===== src/rtl/blocb_y_capture_if.sv =====
// Word handshake between blocb_y_capture and whatever consumes its deserialized words.
// The capture block drives the master side; the consumer sits on the slave side.
interface blocb_y_capture_if #(
    parameter int WIDTH = 8
);
    logic [WIDTH-1:0] out_data;
    logic             out_valid;
    logic             out_ready;

    modport master (
        output out_data,
        output out_valid,
        input  out_ready
    );

    modport slave (
        input  out_data,
        input  out_valid,
        output out_ready
    );
endinterface


===== src/rtl/blocb_y_capture.sv =====
// Capture stage for blocb's y output: packs qualified samples into WIDTH-bit words, counts rising edges.
// Define BLOCB_CAPTURE_SYNC_EN to put a 2-flop synchronizer (with matching sample_en delay) in front.
module blocb_y_capture #(
    parameter int WIDTH = 8,
    parameter int CNT_W = 8
) (
    input  logic               clk,
    input  logic               rst_n,
    input  logic               clr,
    input  logic               y_in,
    input  logic               sample_en,
    blocb_y_capture_if.master  cap,
    output logic [CNT_W-1:0]   edge_count,
    output logic               overflow
);
    localparam int BCW = (WIDTH > 2) ? $clog2(WIDTH) : 1;

    typedef enum logic {S_EMPTY, S_FULL} state_t;

    state_t           r_state;
    state_t           w_stateNext;
    logic             w_yPre;
    logic             w_enPre;
    logic             r_yQ;
    logic             r_enQ;
    logic             r_yPrev;
    logic [WIDTH-1:0] r_shreg;
    logic [WIDTH-1:0] r_outData;
    logic [WIDTH-1:0] w_word;
    logic [BCW-1:0]   r_bitCnt;
    logic [CNT_W-1:0] r_edgeCnt;
    logic             r_overflow;
    logic             w_rise;
    logic             w_done;
    logic             w_load;
    logic             w_drop;

`ifdef BLOCB_CAPTURE_SYNC_EN
    logic [1:0] r_ySync;
    logic [1:0] r_enSync;

    // sample_en rides through the same number of flops so each bit keeps its qualifier
    always_ff @(posedge clk or negedge rst_n) begin
        if (!rst_n) begin
            r_ySync  <= '0;
            r_enSync <= '0;
        end else begin
            r_ySync  <= {r_ySync[0], y_in};
            r_enSync <= {r_enSync[0], sample_en};
        end
    end

    assign w_yPre  = r_ySync[1];
    assign w_enPre = r_enSync[1];
`else
    assign w_yPre  = y_in;
    assign w_enPre = sample_en;
`endif

    // The input stage keeps loading during clr so no sample is lost across a clear
    always_ff @(posedge clk or negedge rst_n) begin
        if (!rst_n) begin
            r_yQ  <= 1'b0;
            r_enQ <= 1'b0;
        end else begin
            r_yQ  <= w_yPre;
            r_enQ <= w_enPre;
        end
    end

    assign w_rise = r_yQ & ~r_yPrev;
    assign w_done = r_enQ && (r_bitCnt == BCW'(WIDTH - 1));
    assign w_word = {r_shreg[WIDTH-2:0], r_yQ};

    always_ff @(posedge clk or negedge rst_n) begin
        if (!rst_n) begin
            r_state <= S_EMPTY;
        end else begin
            r_state <= w_stateNext;
        end
    end

    always_comb begin
        w_stateNext = r_state;
        w_load      = 1'b0;
        w_drop      = 1'b0;
        if (clr) begin
            w_stateNext = S_EMPTY;
        end else begin
            case (r_state)
                S_EMPTY: begin
                    if (w_done) begin
                        w_load      = 1'b1;
                        w_stateNext = S_FULL;
                    end
                end
                S_FULL: begin
                    if (cap.out_ready) begin
                        if (w_done) begin
                            w_load = 1'b1;
                        end else begin
                            w_stateNext = S_EMPTY;
                        end
                    end else if (w_done) begin
                        w_drop = 1'b1;
                    end
                end
                default: w_stateNext = S_EMPTY;
            endcase
        end
    end

    // out_data is deliberately left alone by clr; out_valid dropping is what invalidates it
    always_ff @(posedge clk or negedge rst_n) begin
        if (!rst_n) begin
            r_yPrev    <= 1'b0;
            r_shreg    <= '0;
            r_bitCnt   <= '0;
            r_edgeCnt  <= '0;
            r_overflow <= 1'b0;
            r_outData  <= '0;
        end else if (clr) begin
            r_yPrev    <= 1'b0;
            r_shreg    <= '0;
            r_bitCnt   <= '0;
            r_edgeCnt  <= '0;
            r_overflow <= 1'b0;
        end else begin
            r_yPrev <= r_yQ;
            if (w_rise && (r_edgeCnt != {CNT_W{1'b1}})) begin
                r_edgeCnt <= r_edgeCnt + 1'b1;
            end
            if (r_enQ) begin
                r_shreg  <= w_word;
                r_bitCnt <= w_done ? '0 : r_bitCnt + 1'b1;
            end
            if (w_load) begin
                r_outData <= w_word;
            end
            if (w_drop) begin
                r_overflow <= 1'b1;
            end
        end
    end

    assign cap.out_data  = r_outData;
    assign cap.out_valid = (r_state == S_FULL);
    assign edge_count    = r_edgeCnt;
    assign overflow      = r_overflow;
endmodule


===== src/flat_wrapper.sv =====
// flat-port wrapper written by rule: the top's interface ports become plain ports
module blocb_y_capture_flat 
#(
    parameter int WIDTH = 8,
    parameter int CNT_W = 8
)
  (clk, rst_n, clr, y_in, sample_en, edge_count, overflow, cap_out_data, cap_out_valid, cap_out_ready);
  blocb_y_capture_if #(.WIDTH(WIDTH)) cap_i ();
  input  logic clk;
  input  logic rst_n;
  input  logic clr;
  input  logic y_in;
  input  logic sample_en;
  output logic [CNT_W-1:0] edge_count;
  output logic overflow;
  output wire logic [$bits(cap_i.out_data)-1:0] cap_out_data;
  output wire logic [$bits(cap_i.out_valid)-1:0] cap_out_valid;
  input wire logic [$bits(cap_i.out_ready)-1:0] cap_out_ready;
  assign cap_out_data = cap_i.out_data;
  assign cap_out_valid = cap_i.out_valid;
  assign cap_i.out_ready = cap_out_ready;
  blocb_y_capture #(.WIDTH(WIDTH), .CNT_W(CNT_W)) u_core (.clk(clk), .rst_n(rst_n), .clr(clr), .y_in(y_in), .sample_en(sample_en), .cap(cap_i), .edge_count(edge_count), .overflow(overflow));
endmodule

===== config.mk =====
export PLATFORM = sky130hd
export DESIGN_NAME = blocb_y_capture_flat
export DESIGN_NICKNAME = d
export VERILOG_FILES = /design/src/rtl/blocb_y_capture_if.sv /design/src/rtl/blocb_y_capture.sv /design/src/flat_wrapper.sv
export SDC_FILE = /design/constraint.sdc
export NUM_CORES = 1
export LEC_CHECK = 0
export ABC_CLOCK_PERIOD_IN_PS = 1600
export CAP_MARGIN = 20
export CORE_AREA = 3 3 65 67
export DETAILED_ROUTE_END_ITERATION = 7
export DIE_AREA = 0 0 68 70
export PLACE_DENSITY = 0.65
export SLEW_MARGIN = 5
export SYNTH_ARGS = -nofsm -noshare
export SYNTH_HDL_FRONTEND = slang
export SYNTH_SLANG_ARGS = --single-unit

===== constraint.sdc =====
create_clock -name clk -period 1.6 [get_ports clk]
set_input_delay 0.32 -clock clk [delete_from_list [all_inputs] [get_ports clk]]
set_output_delay 0.32 -clock clk [all_outputs]
set_load 0.03 [all_outputs]

### Word level (Yosys, flattened, before mapping)

Index checks and enable logic that the tools add are counted.

| word-level totals | value |
|---|---|
| flip-flop bits (word level) | 31 |
| output and inout bits | 18 |

| cells by class | value |
|---|---|
| add/subtract/negate cells | 2 |
| eq/ne operators | 2 |
| mux-type cells | 20 |
| bitwise operators | 4 |
| reduce and logical (&&, ||, !) cells | 6 |

Operators with widths:

| operator | number |
|---|---|
| 8-bit 2-to-1 mux | 2 |
| 7-bit 2-to-1 mux | 2 |
| 1-bit 2-to-1 mux | 11 |
| 3-bit 2-to-1 mux | 3 |
| 8-bit by 1-bit adder with 8-bit output (second input constant) | 1 |
| 8-bit != test (second input constant) | 1 |
| 2-bit nonzero test | 3 |
| 1-bit one-hot mux with 2 select lines | 2 |
| 3-bit by 1-bit adder with 3-bit output (second input constant) | 1 |
| 3-bit equality test (second input constant) | 1 |
| 1-bit NOT | 3 |
| 1-bit logical AND | 2 |
| 2-bit AND reduction | 1 |
| 1-bit bitwise AND | 1 |

### Longest topological paths before layout

Gate-level depths: netlist (run 1).

| depth | value |
|---|---|
| depth after elaboration | 8 |
| gate-level depth with buffers | 5 |

### Least setup slack after synthesis (run 1)

No wires, ideal clock.

| timing | value |
|---|---|
| path type | register to register |
| start | reg u_core.r_edgeCnt[0] (netlist: u_core.edge_count[0]) |
| end | reg u_core.r_edgeCnt[3] (netlist: u_core.edge_count[3]) |
| data arrival time | 1590 ps |
| path slack | -115 ps |
| cell stages (with the launch flop) | 6 |
| cell sequence | dfrtp_1 > ha_1 > and4_1 > buf_6 > a211oi_2 > mux2_2 |

| on the way | value |
|---|---|
| cells in the longest elaborated chain, start to end | 3 |

Ends and longest elaborated chain:

| element | RTL line | text |
|---|---|---|
| start, declared | blocb_y_capture.sv:31 | `logic [CNT_W-1:0] r_edgeCnt;` |
| start signal, assigned | blocb_y_capture.sv:131 | `r_edgeCnt <= r_edgeCnt + 1'b1;` |
| 8-bit by 1-bit adder with 8-bit output / 8-bit != test (equally long branches) | blocb_y_capture.sv:131, blocb_y_capture.sv:130 |  |
| 8-bit 2-to-1 mux / 1-bit logical AND (equally long branches) | blocb_y_capture.sv:130 | `if (w_rise && (r_edgeCnt != {CNT_W{1'b1}})) begin` |
| 8-bit 2-to-1 mux / 2-bit nonzero test (equally long branches) | - |  |

Parallel ways exist; a longest one is shown, timed or not. The select of a mux whose other input is x is not followed.
A chain may end at the register's enable or synchronous reset.

### Final worst setup path (run 1)

| timing | value |
|---|---|
| start | reg u_core.r_bitCnt[0] |
| end | reg u_core.r_outData[0] (netlist: u_core.cap.out_data[0]) |

| on the way | value |
|---|---|
| cells in the longest elaborated chain, start to end | 7 |

Ends and longest elaborated chain:

| element | RTL line | text |
|---|---|---|
| start, declared | blocb_y_capture.sv:30 | `logic [BCW-1:0] r_bitCnt;` |
| start signal, assigned | blocb_y_capture.sv:135 | `r_bitCnt <= w_done ? '0 : r_bitCnt + 1'b1;` |
| 3-bit equality test (*) | blocb_y_capture.sv:72 | `assign w_done = r_enQ && (r_bitCnt == BCW'(WIDTH - 1));` |
| 1-bit logical AND (*) | blocb_y_capture.sv:72 |  |
| 1-bit 2-to-1 mux (*) | blocb_y_capture.sv:92, blocb_y_capture.sv:99 |  |
| 1-bit 2-to-1 mux | blocb_y_capture.sv:98 | `if (cap.out_ready) begin` |
| 1-bit one-hot mux with 2 select lines (*) | blocb_y_capture.sv:90 | `case (r_state)` |
| 1-bit 2-to-1 mux (*) | blocb_y_capture.sv:87 | `if (clr) begin` |
| 2-bit AND reduction (no line) (*) | - |  |
| end signal, assigned | blocb_y_capture.sv:138 | `r_outData <= w_word;` |
| end, declared | blocb_y_capture.sv:28 | `logic [WIDTH-1:0] r_outData;` |

Every way passes the cells marked *; elsewhere a longest branch is shown, timed or not.

==> flow_summary.yaml, run 1 <==
clock_tree:
  cts.sink_count: 31
  clock_tree.buffer_depth: 2
  cts-htree-levels: 2
  path_clk_slew_ns: 0.06
  tritoncts: "done"
  cts-root-buf: "sky130_fd_sc_hd__clkbuf_8"
  cts_inserted_buffers: 5
  cts.hold.buffers_added: 0
  worst_skew_pair_later_pin_latency_ns: 0.27
die:
  dieWidth_um: 68
  ios: 24
  fp-row-count: 22
  core_area_mm2: 0.00369
  start_util: 0.382
  chipHeight_um: 70
  design.die.area_mm2: 0.00476
sta:
  final_min_period_over_clock_period: 0.947
  timing.fmax_mhz: 660
  clock-skew-final_ns: 0.00343
  hold_slack_ns: 0.432
  transition_time_of_the_tightest_slew_check_pin_ns: 0.382
  tns_ns: 0
  setup_viol_count_final: 0
  slew_viol_final: 0
  max_transition_margin: 0.746
  clock_period_minus_final_worst_setup_slack_ns: 1.52
  finalHoldViolCount: 0
setup_path:
  crit_end: "u_core.cap.out_data[0]"
  rr_startpoint: "u_core.r_bitCnt[0]"
  worst-path-max-fanout: 8
  timing.critical_path.max_delay_family: "flip-flops"
  cp_num_cells: 6
  critical_path_required_ns: 1.76
  end_kind: "register"
  path_buf_inv: 1
  critical_path.cell_chain: "ha_1 -> ha_1 -> nand2_2 -> nor3_4 -> buf_12 -> mux2_2"
  worst_path_max_delay_cell: "sky130_fd_sc_hd__dfrtp_1"
  worst_path_most_repeated_cell: "sky130_fd_sc_hd__ha_1"
  slowest_delay_ns: 0.37
  regToRegEndpoint: "u_core.cap.out_data[0]"
  reg2reg_setup_slack_ns: 0.08
  worst-r2r-cell-count: 6
  worst-setup-path-type: "register to register"
  cp_data_arrival_time_ns: 1.67
  worstSetupStartpoint: "u_core.r_bitCnt[0]"
  worst_setup_path_start_kind: "register"
final_layout:
  num-fill-cells: 359
  insertedDiodeCount: 0
  drive_above_1_share: 0.200
  post-route-cell-area_mm2: 0.00181
  finalNonFillerCells: 198
  area_growth_pct: 28.4
  total_number_of_nets_in_the_final_design: 158
power:
  power.ir.vdd_worst_mv: 0.688
  power.static_leakage_nw: 0.899
  power_density_mw_per_mm2: 837
  report.power.total_w: 0.00151
logic_synthesis:
  post_synth_instance_area_mm2: 0.00141
  ys_async_sr_fraction: 1.00
  yosysMostFrequentCell: "sky130_fd_sc_hd__dfrtp_1"
  synth-seq-area-share: 0.551
  ys_top_cells_by_count: "sky130_fd_sc_hd__dfrtp_1, sky130_fd_sc_hd__nor2_1, sky130_fd_sc_hd__mux2_2, sky130_fd_sc_hd__mux2i_1"
  synth_top_area_share: 0.551
  synthesized_instance_count: 117
  postSynthNetCount: 126
  post_synth_main_area_contributors: "sky130_fd_sc_hd__dfrtp_1, sky130_fd_sc_hd__mux2_2, sky130_fd_sc_hd__mux2i_1"
  yosys_warnings: 0
  syn_area_per_cell_um2: 12.0
  ys.flop_type: "sky130_fd_sc_hd__dfrtp_1"
  synth_top_cell_by_area: "sky130_fd_sc_hd__dfrtp_1"
  synth-edff-count: 0
  ys_seq_elements: 31
  post_synth_num_cell_types: 29
grt:
  globalRoute.totalOverflow: 0
  grt_antenna_before_repair: 0
  grt_max_degree: 32
  grt.met2_usage: 0.184
  groute.layer.met1.usage: 0.165
  first_global_vias: 971
  track_usage: 0.127
  globalRouteMet3Util: 0.0466
  gr-max-usage-layer: "met2"
  grt_pass1_wl_um: 4570
placed_design:
  dp.final_hpwl_um: 1850
  total_instance_count_after_detailed_placement: 189
  detailed_place.area_mm2: 0.00174
  port-buffer-count: 23
  place.gp.congestion: 0.739
run_status:
  outcome: "completed"
route:
  drt_drc_violations_left: 0
  drtPass1Iterations: 4
  drtAntennaViolNets: 0
  vias: 1003
  wl_per_cell_um: 13.5
  drt-total-wl_um: 2670
  dr.first_iter.drc_count: 38
  detail_route.vias_per_cell: 5.07
run:
  drv_cap: 0
min_path:
  holdCritPathClass: "input pin to async pin"
## area by class of cell
class	count	area, um2	area share
Multi-Input combinational cell	79	608	0.336
Clock inverter	1	5.00	0.00277
Sequential cell	31	778	0.430
Timing Repair Buffer	30	273	0.151
Clock buffer	7	76.3	0.0422
Inverter	2	7.51	0.00415
Tap cell	48	60.1	0.0332
## worst min path at each step
stage / endpoint / slack (ns) / cells after the start
finish: u_core.r_shreg[4] / 0.43 / 2
global route: u_core.r_shreg[4] / 0.46 / 2
CTS: u_core.r_shreg[6] / 0.44 / 2
detailed placement: u_core.overflow / 0.49 / 2
global placement: u_core.overflow / 0.48 / 2
floorplan: u_core.cap.out_data[0] / 0.02 / 0
## logic make-up (layout without fill, tap and decap cells)
logic type / Yosys count / in the layout / share of synthesized area
simple gates: 41 / 41 / 0.171
mux: 20 / 20 / 0.151
compound gates: 15 / 15 / 0.0729
flops: 31 / 31 / 0.551
fa+ha+maj: 3 / 3 / 0.0267
buf+inv: 7 / 40 / 0.0276
## per-layer routing
layer	part of all wire	wire length (um)
met3	0.040	106
met2	0.49	1300
met1	0.45	1200
met5	0	0
met4	0.022	58
## stage by stage
stage / worst slack [ns] / util
floorplan: 0.0100 / -
global placement: -0.0636 / 0.472
detailed placement: -0.0737 / 0.472
CTS: 0.0527 / 0.487
global route: -0.00233 / 0.490
finish: 0.0840 / 0.490
## what timing repair did
item                       4_1_cts  5_1_grt
setup buffers                    0        1
hold endpoints to repair         0        0
resized for setup               18        1
setup endpoints to repair       18        4
pin swaps                        0        0
## worst reg2reg max path, delay by kind of cell, from the launching register on
family / cells / cell delay (ns)
flops: 1 / 0.37
buf+inv: 1 / 0.15
fa+ha+maj: 2 / 0.32
mux: 1 / 0.34
simple gates: 2 / 0.22
## flip-flops by register name (all words and copies together), names as in the netlist
name                  count
u_core.r_yPrev            1
u_core.cap.out_data       8
u_core.cap.out_valid      1
u_core.r_yQ               1
u_core.r_shreg            7
u_core.r_bitCnt           3
u_core.r_enQ              1
u_core.overflow           1
u_core.edge_count         8
## cells in the final DEF (no fill, tap or decap), drive strengths merged
cell	instances
dfrtp	31
dlygate4sd2	18
nor2	13
mux2i	10
mux2	10
buf	7
clkbuf	7
a21oi	6
nor2b	5
nand2b	5
clkdlybuf4s50	5
a211oi	4
nand2	3
nor3	3
ha	3
inv	2
and4	2
a31oi	2
nand3	2
and4b	2
nand3b	2
and3	1
nand4b	1
a41oi	1
o21bai	1
or3	1
o21ai	1
nor3b	1
clkinv	1
## power by group
part           internal (W)  total, W  switching [W]
registers          0.000803  0.000823      0.0000209
clock network      0.000304  0.000573       0.000268
logic             0.0000519  0.000117      0.0000656
Power figures use the tool's default switching activity.
==> inputs of run 2 (changes only) <==
Settings changed: CTS_CLUSTER_DIAMETER set to 120.
==> results of run 2 <==
No change in the layout: final DEF, timing and power equal those of run 1.
